`config.mk`:
```
export PLATFORM = sky130hd
export DESIGN_NAME = muldiv_ctrl
export DESIGN_NICKNAME = d
export VERILOG_FILES = /design/src/rtl/muldiv_ctrl.sv
export SDC_FILE = /design/constraint.sdc
export NUM_CORES = 1
export LEC_CHECK = 0
export BUFFER_PORTS_ARGS = -buffer_cell sky130_fd_sc_hd__buf_2
export CAP_MARGIN = 5
export CORE_AREA = 5 5 150 152
export CTS_CLUSTER_SIZE = 12
export DETAILED_ROUTE_END_ITERATION = 7
export DIE_AREA = 0 0 155 157
export GPL_ROUTABILITY_DRIVEN = 0
export PLACE_DENSITY = 0.69
export SYNTH_ARGS = -nofsm -noshare
export SYNTH_HDL_FRONTEND = slang
export SYNTH_SLANG_ARGS = --single-unit
export TNS_END_PERCENT = 20
```
`constraint.sdc`:
```
create_clock -name clk -period 2.07 [get_ports clk]
set_input_delay 0.3105 -clock clk [delete_from_list [all_inputs] [get_ports clk]]
set_output_delay 0.3105 -clock clk [all_outputs]
set_load 0.01 [all_outputs]
```
`src/rtl/muldiv_ctrl.sv`:
```
// rtl/muldiv_ctrl.sv - HI/LO owner and sequencer for the EX-stage multiplier and divider
//
// Purpose:
//   Accepts MULT/MULTU/DIV/DIVU/MTHI/MTLO from EX. Operands are latched on issue.
//   The block then drives the pipelined multiplier or the iterative divider and
//   holds the pipeline with stallreq. The stall ends with one DONE cycle in which
//   stallreq is low, so the instruction can leave EX.
//
// Parameters:
//   MUL_LAT     cycles from operand presentation to a valid mul_result (1..7)
//
// Optional feature (macro MULDIV_DIV0_FAST_EN):
//   When defined, a DIV/DIVU with a zero divisor bypasses the divider.
//   It completes after one stall cycle with hi=src1 and lo=32'hFFFF_FFFF.
//
// Ports:
//   clk, rst                 clock, synchronous active-high reset
//   flush                    kill in-flight op, no HI/LO write
//   op_valid, op, src1, src2 instruction from EX (op: 0 MULT 1 MULTU 2 DIV 3 DIVU 4 MTHI 5 MTLO)
//   stallreq                 hold the pipeline
//   hi, lo                   architectural HI/LO
//   mul_signed, mul_ina/inb  multiplier controls and latched operands
//   mul_result               multiplier product
//   div_start, div_signed    divider controls (start held until div_ready)
//   div_op1/op2, div_annul   latched dividend/divisor, abort strobe
//   div_result, div_ready    {remainder, quotient} and its one-cycle valid

module muldiv_ctrl #(
  parameter int MUL_LAT = 2
) (
  input  logic        clk,
  input  logic        rst,
  input  logic        flush,
  input  logic        op_valid,
  input  logic [2:0]  op,
  input  logic [31:0] src1,
  input  logic [31:0] src2,
  output logic        stallreq,
  output logic [31:0] hi,
  output logic [31:0] lo,
  output logic        mul_signed,
  output logic [31:0] mul_ina,
  output logic [31:0] mul_inb,
  input  logic [63:0] mul_result,
  output logic        div_start,
  output logic        div_signed,
  output logic [31:0] div_op1,
  output logic [31:0] div_op2,
  output logic        div_annul,
  input  logic [63:0] div_result,
  input  logic        div_ready
);

  localparam logic [2:0] OP_MULT  = 3'd0;
  localparam logic [2:0] OP_MULTU = 3'd1;
  localparam logic [2:0] OP_DIV   = 3'd2;
  localparam logic [2:0] OP_DIVU  = 3'd3;
  localparam logic [2:0] OP_MTHI  = 3'd4;
  localparam logic [2:0] OP_MTLO  = 3'd5;
  localparam logic [2:0] MUL_CNT  = 3'(MUL_LAT);

  typedef enum logic [1:0] {
    S_IDLE,
    S_MUL_WAIT,
    S_DIV_BUSY,
    S_DONE
  } state_t;

  state_t      state;
  state_t      state_nxt;
  logic [2:0]  cnt;
  logic [31:0] opa_q;
  logic [31:0] opb_q;
  logic        sgn_q;

  logic        is_mul;
  logic        is_div;
  logic        div0_fast;
  logic        issue;
  logic        hi_we;
  logic        lo_we;
  logic [31:0] hi_d;
  logic [31:0] lo_d;

  assign is_mul = op_valid & ((op == OP_MULT) | (op == OP_MULTU));
  assign is_div = op_valid & ((op == OP_DIV) | (op == OP_DIVU));
  // Operands are captured only on a real issue out of IDLE; later EX values are frozen copies anyway.
  assign issue  = (state == S_IDLE) & (is_mul | is_div) & ~flush;

`ifdef MULDIV_DIV0_FAST_EN
  assign div0_fast = is_div & (src2 == 32'd0);
`else
  assign div0_fast = 1'b0;
`endif

  // The units see registered operands so they stay stable while EX is frozen.
  assign mul_ina    = opa_q;
  assign mul_inb    = opb_q;
  assign div_op1    = opa_q;
  assign div_op2    = opb_q;
  assign mul_signed = sgn_q;
  assign div_signed = sgn_q;

  // State register
  always_ff @(posedge clk) begin
    if (rst) begin
      state <= S_IDLE;
    end else begin
      state <= state_nxt;
    end
  end

  // Next-state logic
  always_comb begin
    state_nxt = state;
    if (flush) begin
      state_nxt = S_IDLE;
    end else begin
      case (state)
        S_IDLE: begin
          if (is_mul) begin
            state_nxt = S_MUL_WAIT;
          end else if (is_div) begin
            state_nxt = div0_fast ? S_DONE : S_DIV_BUSY;
          end
        end
        S_MUL_WAIT: begin
          if (cnt == 3'd1) begin
            state_nxt = S_DONE;
          end
        end
        S_DIV_BUSY: begin
          if (div_ready) begin
            state_nxt = S_DONE;
          end
        end
        S_DONE:  state_nxt = S_IDLE;  // op_valid ignored: same instruction is leaving EX
        default: state_nxt = S_IDLE;
      endcase
    end
  end

  // Output logic: stall/divider handshakes and HI/LO write requests
  always_comb begin
    stallreq  = 1'b0;
    div_start = 1'b0;
    div_annul = 1'b0;
    hi_we     = 1'b0;
    lo_we     = 1'b0;
    hi_d      = hi;
    lo_d      = lo;
    if (!rst) begin
      case (state)
        S_IDLE: begin
          stallreq = (is_mul | is_div) & ~flush;
          if (op_valid && !flush) begin
            if (op == OP_MTHI) begin
              hi_we = 1'b1;
              hi_d  = src1;
            end else if (op == OP_MTLO) begin
              lo_we = 1'b1;
              lo_d  = src1;
            end else if (div0_fast) begin
              hi_we = 1'b1;
              lo_we = 1'b1;
              hi_d  = src1;
              lo_d  = 32'hFFFF_FFFF;
            end
          end
        end
        S_MUL_WAIT: begin
          stallreq = ~flush;
          if (cnt == 3'd1 && !flush) begin
            hi_we = 1'b1;
            lo_we = 1'b1;
            hi_d  = mul_result[63:32];
            lo_d  = mul_result[31:0];
          end
        end
        S_DIV_BUSY: begin
          stallreq  = ~flush;
          // Start drops in the ready cycle so the divider does not relaunch.
          div_start = ~div_ready & ~flush;
          div_annul = flush;
          if (div_ready && !flush) begin
            hi_we = 1'b1;
            lo_we = 1'b1;
            hi_d  = div_result[63:32];
            lo_d  = div_result[31:0];
          end
        end
        default: begin
        end
      endcase
    end
  end

  // Datapath registers
  always_ff @(posedge clk) begin
    if (rst) begin
      cnt   <= 3'd0;
      opa_q <= 32'd0;
      opb_q <= 32'd0;
      sgn_q <= 1'b0;
      hi    <= 32'd0;
      lo    <= 32'd0;
    end else begin
      if (issue) begin
        opa_q <= src1;
        opb_q <= src2;
        sgn_q <= (op == OP_MULT) | (op == OP_DIV);
      end
      if (issue && is_mul) begin
        cnt <= MUL_CNT;
      end else if (state == S_MUL_WAIT) begin
        cnt <= cnt - 3'd1;
      end
      if (hi_we) begin
        hi <= hi_d;
      end
      if (lo_we) begin
        lo <= lo_d;
      end
    end
  end

endmodule

```
==> summary.md <==
| Metric | Value |
|---|---|
| Outcome | complete, no violations |
| Largest net degree at the start of global routing | 141 |
| Worst Skew | 6.00 ps |
| H-tree Lvls | 4 |
| Commonest register cell after synthesis | dfxtp_1 |
| Post-Syn Area | 0.00667 mm² |
| Initial antenna violation count | 0 |
| Total vias in the final route | 6661 |
| Port Buffers | 396 |
| VDD IR max | 0.000443 V |
| Io pins | 397 |
| Final setup TNS | 0 ps |
| Area growth from synthesis to layout | 37.5% |
| HP Class | primary input to register |
| Die width | 155 µm |
| Area contributors post-synth | dfxtp_1, mux2i_1, a221o_1 |
| Period minus WS final | 2000 ps |
| CP max stage cell | dfxtp_4 |
| DRC viols | 0 |
| Nets | 1279 |
| Final Setup Violations | 0 |
| Most common cell on crit path | inv_2 |
| Clk root buf | clkbuf_16 |
| Worst Max-Slew Pin Slew | 563 ps |
| FF+latch count, synth | 134 |
| Pwr per Cell Area | 751 mW/mm² |
| Initial DRC Count | 417 |
| Reg clk slew, reported paths | 60 ps |
| Post-Layout Inst Area | 0.00918 mm² |
| Worst hold slack | 132 ps |
| TritonCTS clock tree | yes |
| GRT Overall Usage | 18.9% |
| Area leader, netlist | dfxtp_1 |
| Global route overflow | 0 |
| Worst rel slew slack | 62.5% |
| Sinks on Clock Net | 134 |
| P_leak | 4.70 nW |
| Synth async-reset ratio | 0% |
| Crit path cell chain | inv_2, ha_4, inv_2, o21a_1, nor3_2, buf_2 |
| Detail-routed via count per cell | 4.89 |
| Hold buffer count at cts | 0 |
| RSZ-0062 raised after global routing | yes |
| Synthesized instance count | 766 |
| Critical Path Fanout Max | 4 |
| Maxcap violations | 0 |
| Worst path max stage delay | 380 ps |
| Syn_nets | 973 |
| Place WS | 157 ps |
| Commonest non-fill, non-tap cell in the layout | buf_2 |
| Fmax | 499 MHz |
| ANT nets after route | 0 |
| Post-CTS setup buffer count | 0 |
| Die Area | 0.0243 mm² |
| Setup ws final | 67.6 ps |
| Rows | 53 |
| Initial Utilization | 31.9% |
| Die Y | 157 µm |
| Syn_area_per_cell | 8.71 µm² |
| DRT Wirelength | 24500 µm |
| Drt wl/cell | 18.0 µm |
| Share of the synthesized area in the top cell type | 40.2% |
| DP HPWL | 18300 µm |
| YS warnings | 0 |
| Critical path arrival | 1690 ps |
| Detailed Routing Iterations Pass 1 | 4 |
| Critical path class | register to output port |
| Endpoint type of the worst setup path | output port |
| Family with the most delay on the worst path | flip-flops |
| Placeable Area | 0.0209 mm² |
| Inserted Clock Buffers | 17 |
| Commonest cells after routing, fill and taps aside | buf_2, dfxtp_1, nand2_1 |
| Seq/Total Area, Yosys | 40.2% |
| Share of cells above drive strength 1 | 42.7% |
| Final slew viol count | 0 |
| Global-route wire length before repair | 36300 µm |
| Vias in the first global route | 6521 |
| Worst Path Buf+Inv | 3 |
| Hold Violations, Final | 0 |
| Clock Tree Buf Depth | 2 |
| EDFF count, synth | 0 |
| Final worst-path cycle share | 96.7% |
| CP Launch Type | register |
| Critical Path RT | 1760 ps |
| Synth cell types | 33 |
| Worst-skew pair later-pin latency | 400 ps |
| Post-DP Area | 0.00851 mm² |
[report_power, final]
group	switching, mW	leakage (nW)	internal [mW]
Sequential	0.0725	1.09	2.69
Clock	1.16	0.286	1.93
Combinational	0.561	3.33	0.477
Total	1.79	4.70	5.10
[synthesized netlist by cell type (2+ instances only)]
cell and number:
nor2b_1 3, nand2_1 130, mux2i_1 63, nand4bb_1 3, buf_2 5, buf_4 65
nor2_1 10, nor3b_1 2, a21oi_1 67, nor3_1 4, o21ai_0 64, nand2b_1 65
ha_1 7, mux2_1 2, buf_1 9, a22o_1 2, a211o_1 2, a22oi_1 4
clkbuf_1 44, inv_1 5, nand3_4 2, a211oi_1 2, a221o_1 58, dfxtp_1 134
buf_6 6
[through the flow]
step / utilization [%] / std cells / total power [mW]
floorplan: - / 766 / 3.37
global placement: 40.8 / 1328 / 3.85
detailed placement: 40.8 / 1328 / 3.86
CTS: 43.9 / 1360 / 7.00
global route: 43.9 / 1360 / 7.20
finish: 43.9 / 1361 / 6.89
[worst register-to-register path, delay by kind of cell, from the launching register on]
family | cells | cell delay [ps]
buf+inv | 2 | 330
compound gates | 3 | 960
fa+ha+maj | 1 | 230
flops | 1 | 330
[per-layer routing]
layer  wire [µm]  global-route usage, %  up-vias
met2       12200                   33.3      288
met5           0                      0        -
met4         597                   6.69        0
li1            -                      -     3221
met1        9940                   22.6     3119
met3        1670                   4.65       33
[state kept, by name, summed over array words and instances, names as in the netlist]
register / flops
cnt: 3
div_op1: 32
div_op2: 32
div_signed: 1
hi: 32
lo: 32
state: 2
[cells by family (layout without fill, tap and decap cells)]
family / Yosys count / count (layout) / synth area share [%]
AOI/OAI and AO/OA: 204 / 204 / 20.6
xor gates and xnor gates: 2 / 2 / 0.263
adders and majority gates: 7 / 7 / 1.31
buffers and inverters: 135 / 454 / 12.0
DFF: 134 / 134 / 40.2
muxes: 65 / 65 / 9.79
other: 0 / 1 / 0
and+or+nand+nor: 219 / 219 / 15.8
[final timing paths]
| kind | startpoint | end | slack [ps] | cells after the start |
|---|---|---|---|---|
| max | state[1]$_SDFFE_PP0P_ | stallreq | 70 | 6 |
| min | op[0] | div_signed$_SDFFE_PP0P_ | 130 | 2 |
| max reg2reg | state[0]$_SDFFE_PP0P_ | state[1]$_SDFFE_PP0P_ | 140 | 6 |
| min reg2reg | div_op2[31]$_SDFFE_PP0P_ | div_op2[31]$_SDFFE_PP0P_ | 470 | 2 |
[what timing repair did]
action,CTS,global route
hold endpoints to repair,0,0
cloned,0,0
resized for setup,11,3
setup endpoints to repair,2,2
[area by class of cell]
| class | instances | area [µm²] |
|---|---|---|
| fill | 2113 | 11700 |
| multi-input combinational | 497 | 3270 |
| sequential | 134 | 2690 |
| timing repair buffer | 416 | 2250 |
| clock buffer | 20 | 447 |
| tap | 275 | 344 |
| clock inverter | 12 | 154 |
| inverter | 6 | 25.0 |
| antenna | 1 | 2.50 |
Note: power is estimated with default switching activity, not from simulation.
